## src/rtl/fetch_pkg.sv

```systemverilog
// Shared types and default sizes for the instruction fetch queue.
package fetch_pkg;

  localparam int unsigned IDX_W_DEF  = 32;
  localparam int unsigned DATA_W_DEF = 32;
  localparam int unsigned DEPTH_DEF  = 4;

  typedef enum logic [1:0] {
    ST_IDLE  = 2'd0,
    ST_FETCH = 2'd1,
    ST_DRAIN = 2'd2
  } state_e;

  typedef struct packed {
    logic [DATA_W_DEF-1:0] data;
    logic [IDX_W_DEF-1:0]  index;
  } entry_t;

endpackage

```

## src/rtl/sync_fifo.sv

```systemverilog
// Small synchronous FIFO with registered storage and a zero-latency head read.
module sync_fifo #(
  parameter int unsigned WIDTH = 8,
  parameter int unsigned DEPTH = 4
) (
  input  logic                         clk,
  input  logic                         reset,
  input  logic                         push_i,
  input  logic [WIDTH-1:0]             data_i,
  input  logic                         pop_i,
  input  logic                         clear_i,
  output logic                         full_o,
  output logic                         empty_o,
  output logic [$clog2(DEPTH+1)-1:0]   count_o,
  output logic [WIDTH-1:0]             head_o
);

  localparam int unsigned AW = $clog2(DEPTH);
  localparam int unsigned CW = $clog2(DEPTH + 1);

  logic [WIDTH-1:0] mem_q [DEPTH];
  logic [AW-1:0]    wr_ptr_q, wr_ptr_d, rd_ptr_q, rd_ptr_d;
  logic [CW-1:0]    count_q, count_d;
  logic             full_q, empty_q;
  logic             push_ok, pop_ok;

  // A push while full is only legal when the head leaves in the same cycle.
  always_comb begin
    push_ok  = push_i & (~full_q | pop_i);
    pop_ok   = pop_i & ~empty_q;
    wr_ptr_d = wr_ptr_q;
    rd_ptr_d = rd_ptr_q;
    count_d  = count_q;
    if (clear_i) begin
      wr_ptr_d = '0;
      rd_ptr_d = '0;
      count_d  = '0;
    end else begin
      if (push_ok) wr_ptr_d = wr_ptr_q + AW'(1);
      if (pop_ok)  rd_ptr_d = rd_ptr_q + AW'(1);
      count_d = count_q + CW'(push_ok) - CW'(pop_ok);
    end
  end

  always_ff @(posedge clk or posedge reset) begin
    if (reset) begin
      wr_ptr_q <= '0;
      rd_ptr_q <= '0;
      count_q  <= '0;
      full_q   <= 1'b0;
      empty_q  <= 1'b1;
      for (int i = 0; i < int'(DEPTH); i++) mem_q[i] <= '0;
    end else begin
      wr_ptr_q <= wr_ptr_d;
      rd_ptr_q <= rd_ptr_d;
      count_q  <= count_d;
      full_q   <= (count_d == CW'(DEPTH));
      empty_q  <= (count_d == '0);
      if (push_ok && !clear_i) mem_q[wr_ptr_q] <= data_i;
    end
  end

  assign full_o  = full_q;
  assign empty_o = empty_q;
  assign count_o = count_q;
  assign head_o  = mem_q[rd_ptr_q];

endmodule

```

## src/rtl/instr_fetch_queue.sv

```systemverilog
// Fetch pointer, credit-limited imem requests, redirect flush with stale-response
// dropping, and an in-order instruction buffer toward decode.
module instr_fetch_queue
  import fetch_pkg::*;
#(
  parameter int unsigned DEPTH  = DEPTH_DEF,
  parameter int unsigned IDX_W  = IDX_W_DEF,
  parameter int unsigned DATA_W = DATA_W_DEF,
  parameter int unsigned CNT_W  = $clog2(DEPTH + 1)
) (
  input  logic              clk,
  input  logic              reset,
  input  logic              fetch_en,
  input  logic              redirect_valid,
  input  logic [IDX_W-1:0]  redirect_index,
  output logic              imem_req_valid,
  input  logic              imem_req_ready,
  output logic [IDX_W-1:0]  imem_req_index,
  input  logic              imem_rsp_valid,
  input  logic [DATA_W-1:0] imem_rsp_data,
  output logic              inst_valid,
  input  logic              inst_ready,
  output logic [DATA_W-1:0] inst_data,
  output logic [IDX_W-1:0]  inst_index,
  output logic [CNT_W-1:0]  count
);

  localparam int unsigned SUM_W = CNT_W + 1;

  state_e           state_q, state_d;
  logic [IDX_W-1:0] fetch_ptr_q, fetch_ptr_d, rsp_ptr_q, rsp_ptr_d;
  logic [CNT_W-1:0] outstanding_q, outstanding_d, drop_q, drop_d;
  logic             req_fire, push, pop;
  logic             fifo_full, fifo_empty;
  logic [CNT_W-1:0] fifo_count;
  entry_t           push_entry, head_entry;

  // Credits cover both in-flight requests and buffered words, so a push always has room.
  always_comb begin
    state_d        = state_q;
    fetch_ptr_d    = fetch_ptr_q;
    rsp_ptr_d      = rsp_ptr_q;
    drop_d         = drop_q;
    push_entry     = '{data: imem_rsp_data, index: rsp_ptr_q};
    imem_req_valid = fetch_en & ~redirect_valid & ~reset &
                     ((SUM_W'(outstanding_q) + SUM_W'(fifo_count)) < SUM_W'(DEPTH));
    req_fire       = imem_req_valid & imem_req_ready;
    pop            = inst_valid & inst_ready;
    push           = imem_rsp_valid & (drop_q == '0) & ~redirect_valid;
    outstanding_d  = outstanding_q + CNT_W'(req_fire) - CNT_W'(imem_rsp_valid);

    if (redirect_valid) begin
      fetch_ptr_d = redirect_index;
      rsp_ptr_d   = redirect_index;
      drop_d      = outstanding_d;
    end else begin
      fetch_ptr_d = fetch_ptr_q + IDX_W'(req_fire);
      if (push) rsp_ptr_d = rsp_ptr_q + IDX_W'(1);
      if (imem_rsp_valid && (drop_q != '0)) drop_d = drop_q - CNT_W'(1);
    end

    case (state_q)
      ST_IDLE: begin
        if (drop_d != '0)  state_d = ST_DRAIN;
        else if (fetch_en) state_d = ST_FETCH;
      end
      ST_FETCH: begin
        if (drop_d != '0)  state_d = ST_DRAIN;
        else if (!fetch_en) state_d = ST_IDLE;
      end
      ST_DRAIN: begin
        if (drop_d == '0) state_d = fetch_en ? ST_FETCH : ST_IDLE;
      end
      default: state_d = ST_IDLE;
    endcase
  end

  always_ff @(posedge clk or posedge reset) begin
    if (reset) begin
      state_q       <= ST_IDLE;
      fetch_ptr_q   <= '0;
      rsp_ptr_q     <= '0;
      outstanding_q <= '0;
      drop_q        <= '0;
    end else begin
      state_q       <= state_d;
      fetch_ptr_q   <= fetch_ptr_d;
      rsp_ptr_q     <= rsp_ptr_d;
      outstanding_q <= outstanding_d;
      drop_q        <= drop_d;
    end
  end

  sync_fifo #(
    .WIDTH ($bits(entry_t)),
    .DEPTH (DEPTH)
  ) u_fifo (
    .clk     (clk),
    .reset   (reset),
    .push_i  (push),
    .data_i  (push_entry),
    .pop_i   (pop),
    .clear_i (redirect_valid),
    .full_o  (fifo_full),
    .empty_o (fifo_empty),
    .count_o (fifo_count),
    .head_o  (head_entry)
  );

  assign imem_req_index = fetch_ptr_q;
  assign inst_valid     = ~fifo_empty;
  assign inst_data      = head_entry.data;
  assign inst_index     = head_entry.index;
  assign count          = fifo_count;

  push_never_overflows: assert property (@(posedge clk) disable iff (reset)
    !(push && fifo_full && !pop));

endmodule
```

## config.mk

```make
export PLATFORM = sky130hd
export DESIGN_NAME = instr_fetch_queue
export DESIGN_NICKNAME = d
export VERILOG_FILES = /design/src/rtl/fetch_pkg.sv /design/src/rtl/sync_fifo.sv /design/src/rtl/instr_fetch_queue.sv
export SDC_FILE = /design/constraint.sdc
export NUM_CORES = 1
export LEC_CHECK = 0
export CAP_MARGIN = 20
export CORE_UTILIZATION = 41
export DETAILED_ROUTE_END_ITERATION = 12
export GPL_TIMING_DRIVEN = 0
export RECOVER_POWER = 25
export SKIP_CTS_REPAIR_TIMING = 1
export SLEW_MARGIN = 5
export SYNTH_ARGS = -nofsm -noshare
export SYNTH_HDL_FRONTEND = slang
export SYNTH_SLANG_ARGS = --single-unit
```

## constraint.sdc

```tcl
create_clock -name clk -period 22 [get_ports clk]
set_clock_uncertainty 0.2 [all_clocks]
set_input_delay 3.3 -clock clk [delete_from_list [all_inputs] [get_ports clk]]
set_output_delay 3.3 -clock clk [all_outputs]
set_load 0.01 [all_outputs]
```

==> flow_summary.ini <==
[power]
vdd_drop_max_uv = 65.5
power_per_cell_area_nw_per_um2 = 110
power.static_leakage_nw = 8.66

[clock_tree]
number_of_clock_buffers_inserted_by_tritoncts = 38
worstSkewPairLatency_ps = 530
clock_tree_buf_depth = 3
cts_htree_levels = 2
cts.sink_count = 335
clockRootBuffer = clkbuf_16
clk_pin_slew_worst_paths_ps = 60
cts_tree = done

[outcome]
violations = max-capacitance violations, max-slew violations
status = finished with violations

[yosys]
synth_top_cells_by_count = dfrtp_1 (334), mux2_2 (152), mux2_1 (146)
yosysMostFrequentCell = dfrtp_1
syn_avg_cell_area_um2 = 14.9
sequential_fraction_of_the_synthesis_area_pct = 53.5
async_flop_share_pct = 100
dominantRegCellSynth = dfrtp_1
synth_edf_count = 0
netlist_area_um2 = 15700
syn_nets = 1140
netlist-cell-type-count = 47
post-synth-top-area-cell = dfrtp_1
synth.yosys.warnings = 0
postSynthCellCount = 1052
synth.top_cell.area_share_pct = 53.3
post_synth_main_area_contributors = dfrtp_1 (53%), mux2_2 (11%), mux2_1 (10%)
ys_ff_latch = 335

[critical_path]
rr_worst_depth = 12
critPathBufInv = 3
critical_path_depth = 3
setup.worst_path.end_class = asynchronous set/reset pin
critPathSlowestCell = clkbuf_1
cp_cell_sequence = dlygate4sd3_1 -> clkinvlp_2 -> clkbuf_1
path_delay_family = buffers and inverters
critPathLaunchType = primary input
criticalPathCategory = in2async
critPathRequiredTime_ps = 20900
critical_path.max_fanout = 118
cp.arrival_ps = 11240
critical_path.max_stage_delay_ps = 4480

[global_route]
antenna_found_initial = 0
maximum_number_of_pins_on_one_net_before_global_route_repair = 119
grt_pass1_wl_um = 57600
global_route.usage.met1_pct = 26.6
globalRouteMet2Util_pct = 30.8
global_routing_met3_resource_utilization_pct = 3.26
top_usage_layer = met2
global_route.overflow_total = 0
grt_usage_pct = 19.1
first_global_vias = 10100

[min_path]
timing.hold.worst.class = reg2reg
worst_hold_path.num_cells = 1

[die]
core-area_um2 = 37700
dieArea_um2 = 39000
floorplan.initialDensity_pct = 41.6
io_pins = 172
rows = 71
dieHeight_um = 198
floorplan.die.width_um = 198

[sta]
report.final.setup_viol = 0
final.hold.worst_slack_ps = 279
maxClockFrequency_mhz = 81.1
post-route-period-util_pct = 56.1
period_minus_slack_ps = 12340
worst-slew-pin-transition_ps = 6220
fin_setup_tns_ps = 0
unrepaired_setup_endpoints_after_global_routing = false
final_hold_viol_count = 0
relSlewSlack_pct = -315
slew_violations = 340

[drt]
drt_iter0_drc = 347
dr_total_vias = 9318
detail-route-antenna-nets = 0
drt-pass1-iter-count = 4
detail_route.vias_per_cell = 5.16
wl_per_cell_um = 19.9
drc_errors_left = 0
drt_wl_total_um = 35800

[final_layout]
final_net_count = 1353
diodes = 0
filler_cell_count = 3297
layout.cell_area.non_filler_um2 = 19400
layout-drive-gt1-share_pct = 26.0
area_growth_pct = 23.5
final_cell_utilization_of_the_core_pct = 51.4

[job]
cap_violations = 3

[place]
placement.cell_area_um2 = 18100
place_hpwl_um = 24300
buffer_ports.inserted = 171
gpl.final_weighted_congestion = 0.830
## metal layers
metal,part of all wire [%],vias up
met5,0,-
met4,2.5,0
met3,3.9,66
met2,47,161
met1,46,4841
li1,-,4250
## state kept, by name (all words and copies together), names as in the netlist
signal / cells
u_fifo.mem_q: 256
imem_req_index: 32
rsp_ptr_q: 32
drop_q: 3
outstanding_q: 3
u_fifo.count_o: 3
u_fifo.rd_ptr_q: 2
u_fifo.wr_ptr_q: 2
u_fifo.empty_o: 1
u_fifo.full_o: 1
## area by class of cell
cell class,instances,area [um^2],share of cell area (%)
clock inverter,13,171,0.886
multi-input combinational,627,6690,34.6
inverter,24,91.3,0.472
clock buffer,56,1150,5.95
tap,511,639,3.30
buffer,66,504,2.61
timing repair buffer,173,1720,8.88
sequential,335,8380,43.3
## stage by stage
stage          power (mW)  instances  worst slack, ps
6_report             2.14       1805             9660
3_5_place_dp         1.49       1736            13270
4_1_cts              2.17       1805            13250
2_1_floorplan        1.21       1052             9220
3_3_place_gp         1.48       1734             4640
5_1_grt              2.25       1805             7670
## kinds of logic after synthesis
| family | after synthesis | synth area share [%] |
|---|---|---|
| AOI/OAI and AO/OA | 29 | 1.05 |
| xor gates and xnor gates | 67 | 3.74 |
| adders and majority gates | 17 | 1.45 |
| buffers and inverters | 90 | 3.79 |
| DFF | 335 | 53.5 |
| muxes | 364 | 30.7 |
| and+or+nand+nor | 150 | 5.72 |
## cell usage in the layout, fill, tap and decap left out, types with 8 or more instances in the layout
cell type / netlist / layout
a21oi_1: 11 / 11
inv_1: 24 / 23
dfrtp_1: 334 / 334
clkdlybuf4s50_1: 0 / 169
mux4_2: 64 / 64
mux2_1: 146 / 146
nor4_1: 9 / 9
o21ai_0: 9 / 9
nand2_1: 30 / 30
clkbuf_16: 0 / 41
nand3_1: 22 / 22
xnor2_1: 41 / 41
xor2_1: 26 / 26
buf_2: 13 / 13
nand4_1: 16 / 16
ha_1: 15 / 15
buf_6: 31 / 31
nor3_1: 8 / 8
mux2_2: 152 / 152
clkbuf_1: 19 / 29
nor2_1: 21 / 21
## path summary, 6_finish.rpt
kind	start	endpoint	slack, ps
max in group clk	redirect_valid	imem_req_valid	13240
min in group asynchronous	reset	rsp_ptr_q[0]	4530
hold / removal	u_fifo.mem_q[15]	u_fifo.mem_q[15]	280
setup / recovery	reset	u_fifo.mem_q[240]	9660
hold reg to reg	u_fifo.mem_q[15]	u_fifo.mem_q[15]	280
setup reg to reg	u_fifo.count_o[1]	imem_req_index[26]	18660
## report_power, final
| part | leakage, nW | internal (mW) | switching [mW] | total [mW] |
|---|---|---|---|---|
| logic | 3.64 | 0.376 | 0.246 | 0.622 |
| registers | 4.36 | 0.766 | 0.0826 | 0.848 |
| clock network | 0.654 | 0.410 | 0.256 | 0.667 |
| total | 8.66 | 1.55 | 0.585 | 2.14 |
No activity file was read; power rests on OpenSTA's default activity.
